`src/rtl/ntt_pkg.sv`:
```
// Shared types, sizes and butterfly address math for the Kyber NTT layer scheduler.
package ntt_pkg;
    localparam int KYBER_N      = 256;
    localparam int NUM_LAYERS   = 7;
    localparam int BF_PER_LAYER = KYBER_N / 2;

    typedef enum logic [1:0] {
        ST_IDLE,
        ST_ISSUE,
        ST_DRAIN,
        ST_DONE
    } state_t;

    typedef struct packed {
        logic [7:0] addr_a;
        logic [7:0] addr_b;
        logic [6:0] zeta;
    } bf_addr_t;

    typedef struct packed {
        logic       valid;
        logic [7:0] addr_a;
        logic [7:0] addr_b;
    } wb_t;

    // Butterfly idx of a layer -> (j, j+len, k); s = log2(len) shrinks forward, grows inverse.
    function automatic bf_addr_t bf_addr(input logic [2:0] layer, input logic [6:0] idx,
                                         input logic inv);
        bf_addr_t   r;
        logic [3:0] s;
        logic [7:0] ii;
        logic [7:0] len;
        logic [7:0] g;
        logic [7:0] j;
        logic [6:0] kf;
        logic [6:0] ki;
        ii  = {1'b0, idx};
        s   = inv ? ({1'b0, layer} + 4'd1) : (4'd7 - {1'b0, layer});
        len = 8'd1 << s;
        g   = ii >> s;
        j   = (g << (s + 4'd1)) | (ii & (len - 8'd1));
        kf  = 7'((8'd128 >> s) + g);
        ki  = 7'((8'd128 >> (s - 4'd1)) - 8'd1 - g);
        r.addr_a = j;
        r.addr_b = j + len;
        r.zeta   = inv ? ki : kf;
        return r;
    endfunction
endpackage

```
`src/rtl/ntt_addr_delay.sv`:
```
// Write-back delay line: carries {valid, addr_a, addr_b} from read issue to write-back.
module ntt_addr_delay
    import ntt_pkg::*;
#(
    parameter int PIPE_LAT = 3
) (
    input  logic clk,
    input  logic rst,
    input  wb_t  din,
    output wb_t  dout
);
    genvar gi;
    generate
        for (gi = 0; gi < PIPE_LAT; gi++) begin : g_stage
            wb_t q_reg;
            if (gi == 0) begin : g_head
                always_ff @(posedge clk or posedge rst) begin
                    if (rst) q_reg <= '0;
                    else     q_reg <= din;
                end
            end else begin : g_tail
                always_ff @(posedge clk or posedge rst) begin
                    if (rst) q_reg <= '0;
                    else     q_reg <= g_stage[gi-1].q_reg;
                end
            end
        end
    endgenerate

    assign dout = g_stage[PIPE_LAT-1].q_reg;
endmodule

```
`src/rtl/ntt_layer_scheduler.sv`:
```
// Sequences all seven NTT/INTT layers: one butterfly read per cycle, pipeline drained at
// every layer boundary so the next layer never reads a coefficient still in flight.
module ntt_layer_scheduler
    import ntt_pkg::*;
#(
    parameter int PIPE_LAT = 3,
    parameter int N_LOG2   = 8
) (
    input  logic              clk,
    input  logic              rst,
    input  logic              start,
    input  logic              inverse,
    output logic              rd_en,
    output logic [N_LOG2-1:0] rd_addr_a,
    output logic [N_LOG2-1:0] rd_addr_b,
    output logic [6:0]        zeta_addr,
    output logic              wr_en,
    output logic [N_LOG2-1:0] wr_addr_a,
    output logic [N_LOG2-1:0] wr_addr_b,
    output logic              bf_inverse,
    output logic [2:0]        layer,
    output logic              busy,
    output logic              done
);
    localparam logic [2:0] DRAIN_LAST = 3'(PIPE_LAT - 1);
    localparam logic [2:0] LAST_LAYER = 3'(NUM_LAYERS - 1);
    localparam logic [6:0] LAST_BF    = 7'(BF_PER_LAYER - 1);

    state_t     state_reg, state_next;
    logic [6:0] i_reg, i_next;
    logic [2:0] drain_reg, drain_next;
    logic [2:0] layer_reg, layer_next;
    logic       inv_reg, inv_next;

    logic       rd_en_reg, rd_en_next;
    logic [7:0] rd_addr_a_reg, rd_addr_a_next;
    logic [7:0] rd_addr_b_reg, rd_addr_b_next;
    logic [6:0] zeta_reg, zeta_next;
    logic       busy_reg, busy_next;
    logic       done_reg, done_next;
    bf_addr_t   bf;
    wb_t        wb_in, wb_out;

    always_ff @(posedge clk or posedge rst) begin
        if (rst) begin
            state_reg <= ST_IDLE;
            i_reg     <= '0;
            drain_reg <= '0;
            layer_reg <= '0;
            inv_reg   <= 1'b0;
        end else begin
            state_reg <= state_next;
            i_reg     <= i_next;
            drain_reg <= drain_next;
            layer_reg <= layer_next;
            inv_reg   <= inv_next;
        end
    end

    always_comb begin
        state_next = state_reg;
        i_next     = i_reg;
        drain_next = drain_reg;
        layer_next = layer_reg;
        inv_next   = inv_reg;
        case (state_reg)
            ST_IDLE: begin
                if (start) begin
                    inv_next   = inverse;
                    layer_next = '0;
                    i_next     = '0;
                    state_next = ST_ISSUE;
                end
            end
            ST_ISSUE: begin
                i_next = i_reg + 7'd1;
                if (i_reg == LAST_BF) begin
                    drain_next = '0;
                    state_next = ST_DRAIN;
                end
            end
            ST_DRAIN: begin
                drain_next = drain_reg + 3'd1;
                if (drain_reg == DRAIN_LAST) begin
                    if (layer_reg < LAST_LAYER) begin
                        layer_next = layer_reg + 3'd1;
                        i_next     = '0;
                        state_next = ST_ISSUE;
                    end else begin
                        state_next = ST_DONE;
                    end
                end
            end
            default: state_next = ST_IDLE;
        endcase
    end

    // Addresses are zeroed outside ISSUE so idle buses stay quiet.
    always_comb begin
        bf             = bf_addr(layer_reg, i_reg, inv_reg);
        rd_en_next     = (state_reg == ST_ISSUE);
        rd_addr_a_next = rd_en_next ? bf.addr_a : '0;
        rd_addr_b_next = rd_en_next ? bf.addr_b : '0;
        zeta_next      = rd_en_next ? bf.zeta : '0;
        busy_next      = (state_reg == ST_IDLE) ? start : (state_reg != ST_DONE);
        done_next      = (state_reg == ST_DONE);
    end

    always_ff @(posedge clk or posedge rst) begin
        if (rst) begin
            rd_en_reg     <= 1'b0;
            rd_addr_a_reg <= '0;
            rd_addr_b_reg <= '0;
            zeta_reg      <= '0;
            busy_reg      <= 1'b0;
            done_reg      <= 1'b0;
        end else begin
            rd_en_reg     <= rd_en_next;
            rd_addr_a_reg <= rd_addr_a_next;
            rd_addr_b_reg <= rd_addr_b_next;
            zeta_reg      <= zeta_next;
            busy_reg      <= busy_next;
            done_reg      <= done_next;
        end
    end

    assign wb_in = {rd_en_reg, rd_addr_a_reg, rd_addr_b_reg};

    ntt_addr_delay #(.PIPE_LAT(PIPE_LAT)) u_delay (
        .clk  (clk),
        .rst  (rst),
        .din  (wb_in),
        .dout (wb_out)
    );

    assign rd_en      = rd_en_reg;
    assign rd_addr_a  = rd_addr_a_reg;
    assign rd_addr_b  = rd_addr_b_reg;
    assign zeta_addr  = zeta_reg;
    assign wr_en      = wb_out.valid;
    assign wr_addr_a  = wb_out.addr_a;
    assign wr_addr_b  = wb_out.addr_b;
    assign bf_inverse = inv_reg;
    assign layer      = layer_reg;
    assign busy       = busy_reg;
    assign done       = done_reg;
endmodule

```
`config.mk`:
```
export PLATFORM = sky130hd
export DESIGN_NAME = ntt_layer_scheduler
export DESIGN_NICKNAME = d
export VERILOG_FILES = /design/src/rtl/ntt_pkg.sv /design/src/rtl/ntt_addr_delay.sv /design/src/rtl/ntt_layer_scheduler.sv
export SDC_FILE = /design/constraint.sdc
export NUM_CORES = 1
export LEC_CHECK = 0
export ABC_AREA = 1
export BUFFER_PORTS_ARGS = -buffer_cell sky130_fd_sc_hd__buf_2
export CAP_MARGIN = 10
export CORE_UTILIZATION = 25
export CTS_CLUSTER_SIZE = 25
export DETAILED_ROUTE_END_ITERATION = 8
export PLACE_DENSITY = 0.4
export SYNTH_ARGS = -nofsm -noshare
export SYNTH_HDL_FRONTEND = slang
export SYNTH_SLANG_ARGS = --single-unit
```
`constraint.sdc`:
```
create_clock -name clk -period 3.3 [get_ports clk]
set_input_delay 0.66 -clock clk [delete_from_list [all_inputs] [get_ports clk]]
set_output_delay 0.66 -clock clk [all_outputs]
set_load 0.01 [all_outputs]
```
==> impl_metrics.tcl <==
set metrics [dict create \
    synthMuxAreaShare 0 \
    clock_sinks 93 \
    syn_inst 529 \
    h-tree-depth 3 \
    p_per_area_mw_per_mm2 1200 \
    setup_slack_ps 204 \
    fill_cells 1884 \
    drv_slew 0 \
    viasPerCell 4.33 \
    cts_buffer_depth 2 \
    crit_required_ps 3560 \
    start_kind "register" \
    avgRoutedWirePerCell_um 13.5 \
    hold_ws_ps 345 \
    worst_path_max_delay_cell "dfrtp_1" \
    wl_um 11500 \
    r2r_setup_slack_ps 200 \
    clock_latency_ps 350 \
    stdcell_count 851 \
    final_antenna_net_count 0 \
    grt_pass1_vias 3656 \
    fin_crit_sh 0.938 \
    grt-ovfl-total 0 \
    row_count 48 \
    fin_util 0.329 \
    cp_common_cell "nand2_1" \
    status "finished clean" \
    n_antenna_cell 0 \
    ys_seq_area_frac 0.511 \
    synth_compound_area_frac 0.0904 \
    drive_above_1_share 0.251 \
    fp.dieW_um 137 \
    dp_slack_ps -53.2 \
    synthAdderAreaFrac 0.0819 \
    yosys.cell_types.count 36 \
    num_vias 3683 \
    fmax_mhz 323 \
    setup_viol 0 \
    die-area_mm2 0.0188 \
    drc 0 \
    dp_hpwl_um 8450 \
    synth.cell_area_mm2 0.00455 \
    core_mm2 0.0175 \
    path_max_fanout 7 \
    cts_buffers 9 \
    hold_violations 0 \
    fin_nets 654 \
    yosysTopAreaCell "dfrtp_1" \
    place_congestion 0.849 \
    cts_tree "done" \
    fin_skew_ps 9.47 \
    crit_chain "inv_2 -> ha_4 -> inv_1 -> nand2_1 -> nand2_2 -> nand2_1 -> nand2_1 -> nand2_1 -> nand3_2 -> nor2_4 -> nand2_1 -> o22ai_2 -> ha_2 -> inv_1 -> fa_2 -> nor2_2 -> o21ai_2 -> a21oi_2 -> o21ai_1 -> nand2_1 -> o21ai_1 -> a21oi_1" \
    max_slew.worst_pin.slew_ps 491 \
    synthTopCellsByArea "dfrtp_1 (51%), nand2_1 (11%), ha_1 (6.9%)" \
    synth_top_area_share 0.511 \
    ctsHoldBuffers 0 \
    grt_pass1_wl_um 18700 \
    grt_use_total 0.132 \
    antenna_found_initial 0 \
    syn-num-nets 561 \
    slowest_delay_ps 440 \
    maxSlewHeadroom 0.673 \
    synthToLayoutAreaGrowth_pct 26.7 \
    critPathArrivalTime_ps 3360 \
    largest_reg_flops 34 \
    multiInputGateArea_mm2 0.00204 \
    syn_avg_cell_area_um2 8.61 \
    vdd_ir_drop_max_mv 0.386 \
    seqCellArea_mm2 0.00233 \
    first_pass_iters 4 \
    dp_cells 829 \
    synth_simple_gate_area_frac 0.241 \
    synth_top_family_by_area "simple AND/OR/NAND/NOR gates" \
    cp-end-kind "register" \
    rsz0062_at_grt "yes" \
    leakage_uw 0.00313 \
    drt_iter0_drc 177 \
    crit_type "reg -> reg" \
    pin_count 51 \
    cap_violations 0 \
    die_h_um 137 \
    yosys_warnings 0 \
    start_util 0.260 \
    grt_max_degree 94 \
    port_buffers 50 \
    synth-seq-cells 93 \
    cts.clk_slew.worst_paths_ps 70 \
    root_buffer "clkbuf_16" \
    hp-class "reg -> reg" \
    synthXorXnorAreaFrac 0.00577 \
    fin_crit_ps 3100 \
]
-- cell type report --
cell class / count / area share
tap: 225 / 0.0488
clock buffer: 10 / 0.0397
multi-input combinational: 357 / 0.353
timing repair buffer: 88 / 0.0957
sequential: 93 / 0.404
inverter: 73 / 0.0488
clock inverter: 5 / 0.0104
-- worst max-delay path, delay by kind of cell, from the launching register on --
family / cells / cell delay [ps]
fa+ha+maj: 3 / 870
simple gates: 10 / 880
flops: 1 / 440
compound gates: 6 / 640
buf+inv: 3 / 170
-- Yosys cell counts --
cell,number
buf_6,1
nand3_2,6
and2_1,2
nand2_4,3
xnor2_1,2
ha_1,25
nand4_1,4
o22ai_2,1
nand2_2,6
nor4_1,1
nand2_1,132
a31oi_1,1
nor2_1,49
fa_1,3
o21ai_1,4
o22ai_1,4
nor2_2,3
buf_2,2
nand3b_1,1
nand3_1,32
inv_1,65
buf_4,2
nor3_1,6
clkbuf_1,2
dfrtp_1,93
o21bai_2,1
clkinv_1,1
a21boi_0,2
xor2_1,1
inv_2,7
o21ai_0,30
a211oi_1,1
a21oi_1,31
nor3b_1,1
or2_2,3
o21ai_2,1
-- layout by cell type, fill, tap and decap left out, types with 2 or more instances in the layout --
cell type  count
a21boi_0       2
a21oi_1       30
and2_1         2
buf_2         50
buf_4         36
clkbuf_16      9
dfrtp_1       92
fa_1           2
ha_1          19
ha_4           5
inv_1         61
inv_2          9
inv_6          3
nand2_1      129
nand2_2        9
nand2_4        4
nand3_1       30
nand3_2        8
nand4_1        4
nor2_1        47
nor2_2         3
nor2_4         2
nor3_1         5
o21ai_0       23
o21ai_1        9
o21ai_2        3
o22ai_1        4
or2_2          3
xnor2_1        2
-- logic make-up (layout without fill, tap and decap cells) --
kind of cell | after synthesis | in the layout
and+or+nand+nor | 249 | 250
DFF | 93 | 93
buffers and inverters | 80 | 176
AOI/OAI and AO/OA | 76 | 76
adders and majority gates | 28 | 28
xor gates and xnor gates | 3 | 3
-- timing repair --
action                                  4_1_cts  5_1_grt
endpoints found under the hold margin         0        0
cloned                                        0        1
endpoints found under the setup margin        1        6
gates resized for setup                       3       34
pin swaps                                     1       10
setup buffers                                 3        3
-- through the flow --
step / setup TNS (ps) / total power, µW / instance area (µm²)
5_1_grt: -78.4 / 7650 / 5770
4_1_cts: 0 / 6710 / 5620
3_3_place_gp: 0 / 5570 / 5300
2_1_floorplan: 0 / 4270 / 4550
3_5_place_dp: -53.2 / 5580 / 5300
6_report: 0 / 6900 / 5770
-- report_power, final --
| part | switching [µW] | internal, µW | total (µW) |
|---|---|---|---|
| clock | 442 | 587 | 1030 |
| sequential | 136 | 1460 | 1600 |
| combinational | 2600 | 1660 | 4270 |
-- path summary, 6_finish.rpt --
check	from	endpoint	cells after the start
hold reg to reg	u_delay.g_stage[1].q_reg[0]	u_delay.dout[0]	0
min in group asynchronous	rst	u_delay.dout[16]	3
setup reg to reg	layer[1]	rd_addr_b[6]	22
setup / recovery	layer[1]	rd_addr_b[6]	22
max in group asynchronous	rst	rd_addr_a[5]	3
hold / removal	u_delay.g_stage[1].q_reg[0]	u_delay.dout[0]	0
-- metal layers --
layer  vias to the layer above  track usage  part of all wire  wire [µm]
li1                       1874            -                 -          -
met1                      1699        0.173              0.47       5380
met2                        88        0.205              0.45       5120
met3                        22       0.0285             0.052        599
met4                         0       0.0653             0.032        373
met5                         -            0                 0          0
Note: power is estimated with default switching activity, not from simulation.
